--- src/rtl/ysyx_23060332_idu_pipe_pkg.sv ---
// Shared decode constants for the IDU: opcodes, func3/funct7 values,
// special instruction words, immediate types and halt FSM states.
package ysyx_23060332_idu_pipe_pkg;

  localparam logic [6:0] OPC_LUI      = 7'b0110111;
  localparam logic [6:0] OPC_AUIPC    = 7'b0010111;
  localparam logic [6:0] OPC_JAL      = 7'b1101111;
  localparam logic [6:0] OPC_JALR     = 7'b1100111;
  localparam logic [6:0] OPC_BRANCH   = 7'b1100011;
  localparam logic [6:0] OPC_LOAD     = 7'b0000011;
  localparam logic [6:0] OPC_STORE    = 7'b0100011;
  localparam logic [6:0] OPC_OP_IMM   = 7'b0010011;
  localparam logic [6:0] OPC_OP       = 7'b0110011;
  localparam logic [6:0] OPC_MISC_MEM = 7'b0001111;
  localparam logic [6:0] OPC_SYSTEM   = 7'b1110011;

  localparam logic [2:0] F3_ADD_SUB = 3'b000;
  localparam logic [2:0] F3_SLL     = 3'b001;
  localparam logic [2:0] F3_SRL_SRA = 3'b101;
  localparam logic [2:0] F3_BR_RSV0 = 3'b010;
  localparam logic [2:0] F3_BR_RSV1 = 3'b011;
  localparam logic [2:0] F3_FENCE   = 3'b000;
  localparam logic [2:0] F3_JALR    = 3'b000;

  localparam logic [6:0] F7_BASE   = 7'b0000000;
  localparam logic [6:0] F7_ALT    = 7'b0100000;
  localparam logic [6:0] F7_MULDIV = 7'b0000001;

  localparam logic [31:0] INST_EBREAK = 32'h0010_0073;
  localparam logic [31:0] INST_ECALL  = 32'h0000_0073;

  typedef enum logic [2:0] {
    IMM_I,
    IMM_S,
    IMM_B,
    IMM_U,
    IMM_J,
    IMM_NONE
  } imm_type_e;

  typedef enum logic {
    ST_RUN,
    ST_HALT
  } idu_state_e;

endpackage

--- src/rtl/ysyx_23060332_idu_pipe_imm_gen.sv ---
// Combinational RV32I immediate generator, sign-extended to XLEN.
module ysyx_23060332_imm_gen
  import ysyx_23060332_idu_pipe_pkg::*;
#(
  parameter int unsigned XLEN = 32
) (
  input  logic [31:7]     inst_i,
  input  imm_type_e       type_i,
  output logic [XLEN-1:0] imm_o
);

  logic [31:0] imm32;

  always_comb begin
    imm32 = '0;
    case (type_i)
      IMM_I:   imm32 = {{20{inst_i[31]}}, inst_i[31:20]};
      IMM_S:   imm32 = {{20{inst_i[31]}}, inst_i[31:25], inst_i[11:7]};
      IMM_B:   imm32 = {{19{inst_i[31]}}, inst_i[31], inst_i[7], inst_i[30:25],
                        inst_i[11:8], 1'b0};
      IMM_U:   imm32 = {inst_i[31:12], 12'b0};
      IMM_J:   imm32 = {{11{inst_i[31]}}, inst_i[31], inst_i[19:12], inst_i[20],
                        inst_i[30:21], 1'b0};
      default: imm32 = '0;
    endcase
  end

  assign imm_o = XLEN'($signed(imm32));

endmodule

--- src/rtl/ysyx_23060332_idu_pipe.sv ---
// RV32I decode stage with one-entry output register, halt FSM and decode counter.
// Optional M extension legality: define YSYX_23060332_M_EXT_EN.
module ysyx_23060332_idu_pipe
  import ysyx_23060332_idu_pipe_pkg::*;
#(
  parameter int unsigned XLEN  = 32,
  parameter int unsigned CNT_W = 32
) (
  input  logic             clk,
  input  logic             rst,
  input  logic             in_valid,
  output logic             in_ready,
  input  logic [31:0]      inst_i,
  input  logic [XLEN-1:0]  pc_i,
  output logic [4:0]       raddr1,
  output logic [4:0]       raddr2,
  input  logic [XLEN-1:0]  rdata1,
  input  logic [XLEN-1:0]  rdata2,
  input  logic             flush_i,
  output logic             out_valid,
  input  logic             out_ready,
  output logic [XLEN-1:0]  op1,
  output logic [XLEN-1:0]  op2,
  output logic [XLEN-1:0]  op1_jump,
  output logic [XLEN-1:0]  op2_jump,
  output logic [XLEN-1:0]  rs2_data,
  output logic             reg_wen,
  output logic [4:0]       waddr,
  output logic [31:0]      inst_o,
  output logic [XLEN-1:0]  pc_o,
  output logic             illegal_o,
  output logic             ebreak_o,
  output logic             halted_o,
  output logic [CNT_W-1:0] dec_cnt
);

`ifdef YSYX_23060332_M_EXT_EN
  localparam bit M_EXT = 1'b1;
`else
  localparam bit M_EXT = 1'b0;
`endif

  logic [6:0] opcode;
  logic [2:0] f3;
  logic [6:0] f7;
  assign opcode = inst_i[6:0];
  assign f3     = inst_i[14:12];
  assign f7     = inst_i[31:25];

  imm_type_e       imm_sel;
  logic [XLEN-1:0] imm;

  always_comb begin
    imm_sel = IMM_I;
    case (opcode)
      OPC_LUI, OPC_AUIPC: imm_sel = IMM_U;
      OPC_JAL:            imm_sel = IMM_J;
      OPC_BRANCH:         imm_sel = IMM_B;
      OPC_STORE:          imm_sel = IMM_S;
      default:            imm_sel = IMM_I;
    endcase
  end

  ysyx_23060332_imm_gen #(.XLEN(XLEN)) u_imm_gen (
    .inst_i (inst_i[31:7]),
    .type_i (imm_sel),
    .imm_o  (imm)
  );

  logic            legal, is_ebreak, use_rs1, use_rs2, wen_d;
  logic [XLEN-1:0] op1_d, op2_d, op1j_d, op2j_d, st_d;

  always_comb begin
    legal     = 1'b0;
    is_ebreak = 1'b0;
    use_rs1   = 1'b0;
    use_rs2   = 1'b0;
    wen_d     = 1'b0;
    op1_d     = '0;
    op2_d     = '0;
    op1j_d    = '0;
    op2j_d    = '0;
    st_d      = '0;
    case (opcode)
      OPC_LUI: begin
        legal = 1'b1; wen_d = 1'b1; op1_d = imm;
      end
      OPC_AUIPC: begin
        legal = 1'b1; wen_d = 1'b1; op1_d = pc_i; op2_d = imm;
      end
      OPC_JAL: begin
        legal = 1'b1; wen_d = 1'b1;
        op1_d = pc_i; op2_d = XLEN'(4); op1j_d = pc_i; op2j_d = imm;
      end
      OPC_JALR: begin
        legal = (f3 == F3_JALR); wen_d = 1'b1; use_rs1 = 1'b1;
        op1_d = pc_i; op2_d = XLEN'(4); op1j_d = rdata1; op2j_d = imm;
      end
      OPC_BRANCH: begin
        legal = (f3 != F3_BR_RSV0) && (f3 != F3_BR_RSV1);
        use_rs1 = 1'b1; use_rs2 = 1'b1;
        op1_d = rdata1; op2_d = rdata2; op1j_d = pc_i; op2j_d = imm;
      end
      OPC_LOAD: begin
        legal = f3 inside {3'b000, 3'b001, 3'b010, 3'b100, 3'b101};
        wen_d = 1'b1; use_rs1 = 1'b1; op1_d = rdata1; op2_d = imm;
      end
      OPC_STORE: begin
        legal = f3 inside {3'b000, 3'b001, 3'b010};
        use_rs1 = 1'b1; use_rs2 = 1'b1;
        op1_d = rdata1; op2_d = imm; st_d = rdata2;
      end
      OPC_OP_IMM: begin
        if (f3 == F3_SLL)          legal = (f7 == F7_BASE);
        else if (f3 == F3_SRL_SRA) legal = (f7 == F7_BASE) || (f7 == F7_ALT);
        else                       legal = 1'b1;
        wen_d = 1'b1; use_rs1 = 1'b1; op1_d = rdata1; op2_d = imm;
      end
      OPC_OP: begin
        legal = (f7 == F7_BASE)
             || ((f7 == F7_ALT) && ((f3 == F3_ADD_SUB) || (f3 == F3_SRL_SRA)))
             || (M_EXT && (f7 == F7_MULDIV));
        wen_d = 1'b1; use_rs1 = 1'b1; use_rs2 = 1'b1;
        op1_d = rdata1; op2_d = rdata2;
      end
      OPC_MISC_MEM: legal = (f3 == F3_FENCE);
      OPC_SYSTEM: begin
        is_ebreak = (inst_i == INST_EBREAK);
        legal     = is_ebreak || (inst_i == INST_ECALL);
      end
      default: legal = 1'b0;
    endcase
    // Illegal encodings collapse to an inert bundle with only the trap flag set.
    if (!legal) begin
      is_ebreak = 1'b0;
      use_rs1   = 1'b0;
      use_rs2   = 1'b0;
      wen_d     = 1'b0;
      op1_d     = '0;
      op2_d     = '0;
      op1j_d    = '0;
      op2j_d    = '0;
      st_d      = '0;
    end
  end

  assign raddr1 = use_rs1 ? inst_i[19:15] : 5'd0;
  assign raddr2 = use_rs2 ? inst_i[24:20] : 5'd0;

  idu_state_e state_q, state_d;
  logic       out_valid_q;
  logic       accept;

  assign in_ready = !rst && !flush_i && (state_q == ST_RUN) && (!out_valid_q || out_ready);
  assign accept   = in_valid && in_ready;

  always_comb begin
    state_d = state_q;
    if ((state_q == ST_RUN) && accept && (!legal || is_ebreak)) state_d = ST_HALT;
  end

  always_ff @(posedge clk) begin
    if (rst) state_q <= ST_RUN;
    else     state_q <= state_d;
  end

  logic [XLEN-1:0]  op1_q, op2_q, op1j_q, op2j_q, st_q, pc_q;
  logic             wen_q, illegal_q, ebreak_q;
  logic [4:0]       waddr_q;
  logic [31:0]      inst_q;
  logic [CNT_W-1:0] cnt_q;

  always_ff @(posedge clk) begin
    if (rst) begin
      out_valid_q <= 1'b0;
      op1_q       <= '0;
      op2_q       <= '0;
      op1j_q      <= '0;
      op2j_q      <= '0;
      st_q        <= '0;
      pc_q        <= '0;
      wen_q       <= 1'b0;
      waddr_q     <= '0;
      inst_q      <= '0;
      illegal_q   <= 1'b0;
      ebreak_q    <= 1'b0;
      cnt_q       <= '0;
    end else begin
      if (flush_i)        out_valid_q <= 1'b0;
      else if (accept)    out_valid_q <= 1'b1;
      else if (out_ready) out_valid_q <= 1'b0;
      if (accept) begin
        op1_q     <= op1_d;
        op2_q     <= op2_d;
        op1j_q    <= op1j_d;
        op2j_q    <= op2j_d;
        st_q      <= st_d;
        pc_q      <= pc_i;
        wen_q     <= wen_d;
        waddr_q   <= wen_d ? inst_i[11:7] : 5'd0;
        inst_q    <= inst_i;
        illegal_q <= !legal;
        ebreak_q  <= is_ebreak;
        cnt_q     <= cnt_q + CNT_W'(1);
      end
    end
  end

  assign out_valid = out_valid_q;
  assign op1       = op1_q;
  assign op2       = op2_q;
  assign op1_jump  = op1j_q;
  assign op2_jump  = op2j_q;
  assign rs2_data  = st_q;
  assign reg_wen   = wen_q;
  assign waddr     = waddr_q;
  assign inst_o    = inst_q;
  assign pc_o      = pc_q;
  assign illegal_o = illegal_q;
  assign ebreak_o  = ebreak_q;
  assign halted_o  = (state_q == ST_HALT);
  assign dec_cnt   = cnt_q;

endmodule

--- config.mk ---
export PLATFORM = sky130hd
export DESIGN_NAME = ysyx_23060332_idu_pipe
export DESIGN_NICKNAME = d
export VERILOG_FILES = /design/src/rtl/ysyx_23060332_idu_pipe_pkg.sv /design/src/rtl/ysyx_23060332_idu_pipe_imm_gen.sv /design/src/rtl/ysyx_23060332_idu_pipe.sv
export SDC_FILE = /design/constraint.sdc
export NUM_CORES = 1
export LEC_CHECK = 0
export CORE_MARGIN = 1.5
export CORE_UTILIZATION = 40
export DETAILED_ROUTE_END_ITERATION = 10
export GPL_ROUTABILITY_DRIVEN = 0
export PLACE_DENSITY = 0.73
export SYNTH_ARGS = -nofsm -noshare
export SYNTH_HDL_FRONTEND = slang
export SYNTH_SLANG_ARGS = --single-unit
--- constraint.sdc ---
create_clock -name clk -period 3.9 [get_ports clk]
set_clock_uncertainty 0.05 [all_clocks]
set_input_delay 0.39 -clock clk [delete_from_list [all_inputs] [get_ports clk]]
set_output_delay 0.39 -clock clk [all_outputs]
set_load 0.02 [all_outputs]
==> results.sh, run 1 <==
export IMPL_outcome="finished, final reports clean"
export IMPL_synth_seq_cells=266
export IMPL_vias=12500
export IMPL_hold_viol_final=0
export IMPL_power_density_nw_per_um2=366
export IMPL_cellLeakagePower_nw=5.61
export IMPL_drt_first_iter_violations=1119
export IMPL_max_freq_ghz=0.269
export IMPL_report_power_total_mw=6.21
export IMPL_final_cells=2164
export IMPL_crit_fanout=17
export IMPL_crit_path_max_incr_delay_ps=660
export IMPL_crit_slowest_cell="clkdlybuf4s50_1"
export IMPL_ys_warn_count=0
export IMPL_clockBufferDepth=3
export IMPL_start_kind="primary input"
export IMPL_grt_pass1_vias=11700
export IMPL_final_seq_area_sq_um=5330
export IMPL_clock_sinks=266
export IMPL_antenna_found_initial=1
export IMPL_areaGrowthSynthToFinish_pct=48.6
export IMPL_coreArea_sq_um=27900
export IMPL_placed_area_sq_um=15900
export IMPL_ir_drop_mv=0.329
export IMPL_post_cts_buffers=0
export IMPL_drtPass1Iterations=7
export IMPL_grtUsageTotal_pct=30.4
export IMPL_clockPowerShare_pct=46.5
export IMPL_report_final_slew_viol_count=0
export IMPL_hpwlAfterDp_mm=32.7
export IMPL_hold_depth=3
export IMPL_die_h_um=172
export IMPL_placementRows=61
export IMPL_min_period_ps=3710
export IMPL_mostFrequentLayoutCell="clkdlybuf4s50_1"
export IMPL_relSlewSlack_pct=30.6
export IMPL_crit_type="in -> out"
export IMPL_grt_overflow_total=0
export IMPL_final_area_sq_um=17000
export IMPL_die_w_um=172
export IMPL_avgSynthCellArea_sq_um=8.17
export IMPL_grt_pass1_wl_mm=69.3
export IMPL_tritoncts="yes"
export IMPL_p_comb_share_pct=9.2
export IMPL_setup_viol=0
export IMPL_min_path_type="in -> reg"
export IMPL_syn_inst=1398
export IMPL_cp_common_cell="clkdlybuf4s50_1"
export IMPL_pwr_share_seq_pct=44.3
export IMPL_end_kind="output pin"
export IMPL_yosysUniqueCellTypes=56
export IMPL_fin_nets=1898
export IMPL_io_buffers=409
export IMPL_wl_mm=46.9
export IMPL_cts_buffers=30
export IMPL_ant_nets=0
export IMPL_internal_power_mw=4.68
export IMPL_dieArea_sq_um=29600
export IMPL_maxCapViolCount=0
export IMPL_start_util_pct=40.9
export IMPL_viasPerCell=5.76
export IMPL_cts_resized=0
export IMPL_ff2ff_path_depth=8
export IMPL_worst_ep_arrival_time_ps=3270
export IMPL_n_antenna_cell=0
export IMPL_wire_per_inst_um=21.7
export IMPL_htree_levels=1
export IMPL_route_detailed_drc=0
export IMPL_clk_pin_slew_ps=60
export IMPL_rsz0062_at_grt="no"
export IMPL_final_cell_mix="clkdlybuf4s50_1, nand2_1, dfxtp_1"
export IMPL_root_buffer="clkbuf_16"
export IMPL_synth_edf_count=0
export IMPL_drive_gt1_share_pct=7.11
export IMPL_grt_max_degree=218
export IMPL_worstMarginPinSlew_ps=1040
export IMPL_placed_cells=2110
export IMPL_clock_latency_ps=550
export IMPL_synth_area_sq_um=11400
export IMPL_multi_input_area_sq_um=5600
export IMPL_fin_crit_sh_pct=95.2
export IMPL_cts_hold_buf=0
export IMPL_synthArstFlopShare_pct=0
export IMPL_synth_fp_nets=1532
export IMPL_path_cells="clkdlybuf4s50_1 -> nand4bb_1 -> nor2_1 -> and4bb_1 -> a31o_4 -> nor2_2 -> nor4b_1 -> clkdlybuf4s50_1"
export IMPL_utilization_pct=60.7
export IMPL_pin_count=410
export IMPL_yosysSeqAreaShare_pct=46.6
export IMPL_required_ps=3460
export IMPL_n_fill_cell=2490
export IMPL_swShare_pct=24.7
export IMPL_ys_flop_type="dfxtp_1"
export IMPL_power_switching_mw=1.54
export IMPL_setup_tns_ps=0
[metal layers]
layer,share of wire [%],GRT usage [%]
met1,39,37.6
met2,47,50.1
met3,10,8.22
met4,3.9,12.0
met5,0.023,0
[per-stage QoR]
| stage | worst slack (ps) | hold WS [ps] |
|---|---|---|
| 6_report | 188 | 100 |
| 5_1_grt | 21.4 | 106 |
| 4_1_cts | 176 | 76.6 |
| 3_5_place_dp | 185 | 393 |
| 3_3_place_gp | 210 | 382 |
| 2_1_floorplan | 1030 | 476 |
[cells in the mapped netlist, types with 2 or more instances]
master / instances / share of area, %
nand2_1: 326 / 11
dfxtp_1: 266 / 47
a21oi_1: 185 / 8.1
clkbuf_1: 90 / 3.0
o21ai_0: 73 / 3.2
nor2_1: 47 / 1.5
o211ai_1: 45 / 3.0
a22o_1: 43 / 3.3
a22oi_1: 36 / 2.4
buf_2: 35 / 1.5
o2111ai_1: 32 / 2.5
o21ai_1: 21 / 0.92
a21o_1: 20 / 1.3
a222oi_1: 20 / 1.8
xor2_1: 16 / 1.2
nand3_1: 14 / 0.61
xnor2_1: 14 / 1.1
nor3_1: 12 / 0.53
a221oi_1: 9 / 0.69
and3_1: 9 / 0.49
and4_1: 9 / 0.69
nand4_1: 9 / 0.49
inv_1: 8 / 0.26
nor4_1: 7 / 0.38
nor2b_1: 5 / 0.27
nor4b_1: 5 / 0.38
or3_1: 5 / 0.27
or2_2: 4 / 0.22
nand2b_1: 3 / 0.16
buf_4: 2 / 0.13
buf_6: 2 / 0.20
nand4b_1: 2 / 0.15
[worst paths after layout]
kind	end	slack, ps	startpoint
max	raddr1[2]	190	inst_i[3]
min reg2reg	op2_jump[6]	400	op2_jump[6]
max reg2reg	op1_jump[1]	1410	out_valid
min	out_valid	100	rst
[power by group through the flow]
stage | Clock, mW | Sequential [mW] | Combinational (mW)
5_1_grt | 3.04 | 2.76 | 0.599
6_report | 2.89 | 2.75 | 0.571
4_1_cts | 2.93 | 2.75 | 0.566
2_1_floorplan | 0 | 2.84 | 0.185
3_3_place_gp | 0 | 2.81 | 0.562
3_5_place_dp | 0 | 2.81 | 0.564
[cell type report]
type,instances,area share [%]
Timing Repair Buffer,464,26.7
Clock inverter,16,1.07
Tap cell,378,2.79
Sequential cell,266,31.4
Clock buffer,38,4.90
Multi-Input combinational cell,994,33.0
Inverter,8,0.177
[flip-flops by register name (all words and copies together), names as in the netlist]
signal     count
rs2_data      32
dec_cnt       32
waddr          5
op2           32
illegal_o      1
inst_o        32
halted_o       1
op2_jump      32
out_valid      1
op1           32
reg_wen        1
pc_o          32
op1_jump      32
ebreak_o       1
[worst max-delay path, delay by kind of cell]
kind	cells	cell delay (ps)
AO/OA/AOI/OAI	1	250
buffers and inverters	2	1270
AND/OR/NAND/NOR	5	1350
[logic make-up after synthesis]
group	count (synthesis)	share of synthesized area (%)
buffers and inverters	138	5.12
DFF	266	46.6
xor gates and xnor gates	30	2.30
AOI/OAI and AO/OA	497	28.2
adders and majority gates	1	0.110
and+or+nand+nor	466	17.6
Power figures use the tool's default switching activity.
==> inputs of run 2 (changes only) <==
--- a/constraint.sdc
+++ b/constraint.sdc
@@ -3,3 +3,3 @@
 set_input_delay 0.39 -clock clk [delete_from_list [all_inputs] [get_ports clk]]
 set_output_delay 0.39 -clock clk [all_outputs]
-set_load 0.02 [all_outputs]
+set_load 0.1 [all_outputs]
==> run 2 against run 1 <==
  * Cell area is essentially flat
  * Critical path depth unchanged
  * Total power is 0.81% higher
  * Non-clock buffer count down 9
  * Sequential share of layout area about the same
  * Largest cell class unchanged
==> results.sh, run 2 (synthesis results as in run 1) <==
export IMPL_maxCapViolCount=0
export IMPL_drive_gt1_share_pct=6.76
export IMPL_mostFrequentLayoutCell="clkdlybuf4s50_1"
export IMPL_place_ws_ps=387
export IMPL_clk_pin_slew_ps=60
export IMPL_dieArea_sq_um=29600
export IMPL_final_cell_mix="clkdlybuf4s50_1, nand2_1, dfxtp_1"
export IMPL_worst_ep_arrival_time_ps=3110
export IMPL_hold_ws_ps=226
export IMPL_required_ps=3460
export IMPL_report_final_slew_viol_count=0
export IMPL_clockBufferDepth=3
export IMPL_cellLeakagePower_nw=5.61
export IMPL_grt_pass1_vias=11700
export IMPL_clock_sinks=266
export IMPL_coreArea_sq_um=27900
export IMPL_setup_tns_ps=0
export IMPL_final_area_sq_um=17000
export IMPL_crit_fanout=6
export IMPL_relSlewSlack_pct=22.7
export IMPL_end_kind="output pin"
export IMPL_min_period_ps=3550
export IMPL_multi_input_area_sq_um=5600
export IMPL_ant_nets=0
export IMPL_placed_area_sq_um=16000
export IMPL_viasPerCell=5.80
export IMPL_n_antenna_cell=0
export IMPL_grt_pass1_wl_mm=68.6
export IMPL_min_path_type="in -> reg"
export IMPL_grt_max_degree=113
export IMPL_areaGrowthSynthToFinish_pct=48.7
export IMPL_die_h_um=172
export IMPL_ir_drop_mv=0.321
export IMPL_power_density_nw_per_um2=369
export IMPL_final_seq_area_sq_um=5330
export IMPL_rrSetupSlack_ps=1430
export IMPL_pin_count=410
export IMPL_placed_cells=2101
export IMPL_hold_viol_final=0
export IMPL_setup_viol=0
export IMPL_grt_overflow_total=0
export IMPL_drtPass1Iterations=7
export IMPL_die_w_um=172
export IMPL_fin_crit_sh_pct=90.9
export IMPL_start_util_pct=40.9
export IMPL_utilization_pct=60.8
export IMPL_post_cts_buffers=0
export IMPL_placementRows=61
export IMPL_cts_hold_buf=0
export IMPL_start_kind="primary input"
export IMPL_hpwlAfterDp_mm=32.7
export IMPL_wl_mm=47.0
export IMPL_outcome="finished, final reports clean"
export IMPL_final_cells=2152
export IMPL_worstMarginPinSlew_ps=1160
export IMPL_route_detailed_drc=0
export IMPL_report_power_total_mw=6.26
export IMPL_wire_per_inst_um=21.8
export IMPL_clock_latency_ps=540
export IMPL_tritoncts="yes"
export IMPL_antenna_found_initial=0
export IMPL_drt_first_iter_violations=1170
export IMPL_io_buffers=409
export IMPL_setup_slack_ps=355
export IMPL_fin_nets=1888
export IMPL_hold_depth=2
export IMPL_htree_levels=1
export IMPL_root_buffer="clkbuf_16"
export IMPL_cts_resized=0
export IMPL_crit_type="in -> out"
export IMPL_vias=12500
export IMPL_max_freq_ghz=0.282
export IMPL_cts_buffers=29
export IMPL_rsz0062_at_grt="no"
export IMPL_grtUsageTotal_pct=30.3
export IMPL_n_fill_cell=2447
export IMPL_ff2ff_path_depth=7
[run 2: changes by cell type in the layout (fill, tap and decap cells not counted), sizes merged]
cell,delta
clkinv,-6
clkbuf,+6
clkinvlp,-3
buf,+2
clkdlybuf4s50,-11
[run 2: per-layer routing]
layer / vias up / part of all wire, % / global-route usage (%)
li1: 5737 / - / -
met1: 5947 / 39 / 37.3
met2: 661 / 45 / 48.6
met3: 131 / 10 / 8.90
met4: 0 / 5.4 / 14.6
met5: - / 0 / 0
[run 2: worst paths after layout]
| check | start | end |
|---|---|---|
| min reg2reg | op2_jump[23] | op2_jump[23] |
| min | rst | dec_cnt[29] |
| max | inst_i[0] | raddr1[4] |
| max reg2reg | out_valid | op1_jump[1] |
[run 2: area by class of cell]
type / instances / area share [%]
inverters: 8 / 0.177
repair buffers: 455 / 27.0
clock inverters: 7 / 0.649
multi-input cells: 994 / 33.0
well taps: 378 / 2.79
clock buffers: 44 / 5.02
flip-flops and latches: 266 / 31.4
[run 2: critical path, cell delays in order]
cell             delay [ps]
clkdlybuf4s50_1         560
nand4bb_1               370
nor2_1                  460
and4bb_1                320
a31o_4                  150
nor2_2                   80
nor4b_1                 520
buf_12                  240
[run 2: power by group]
part           switching [mW]  leakage (nW)  internal [mW]  total, mW
logic                   0.489          2.99          0.229      0.718
registers              0.0130          2.15           2.74       2.75
clock network            1.10         0.475           1.69       2.79
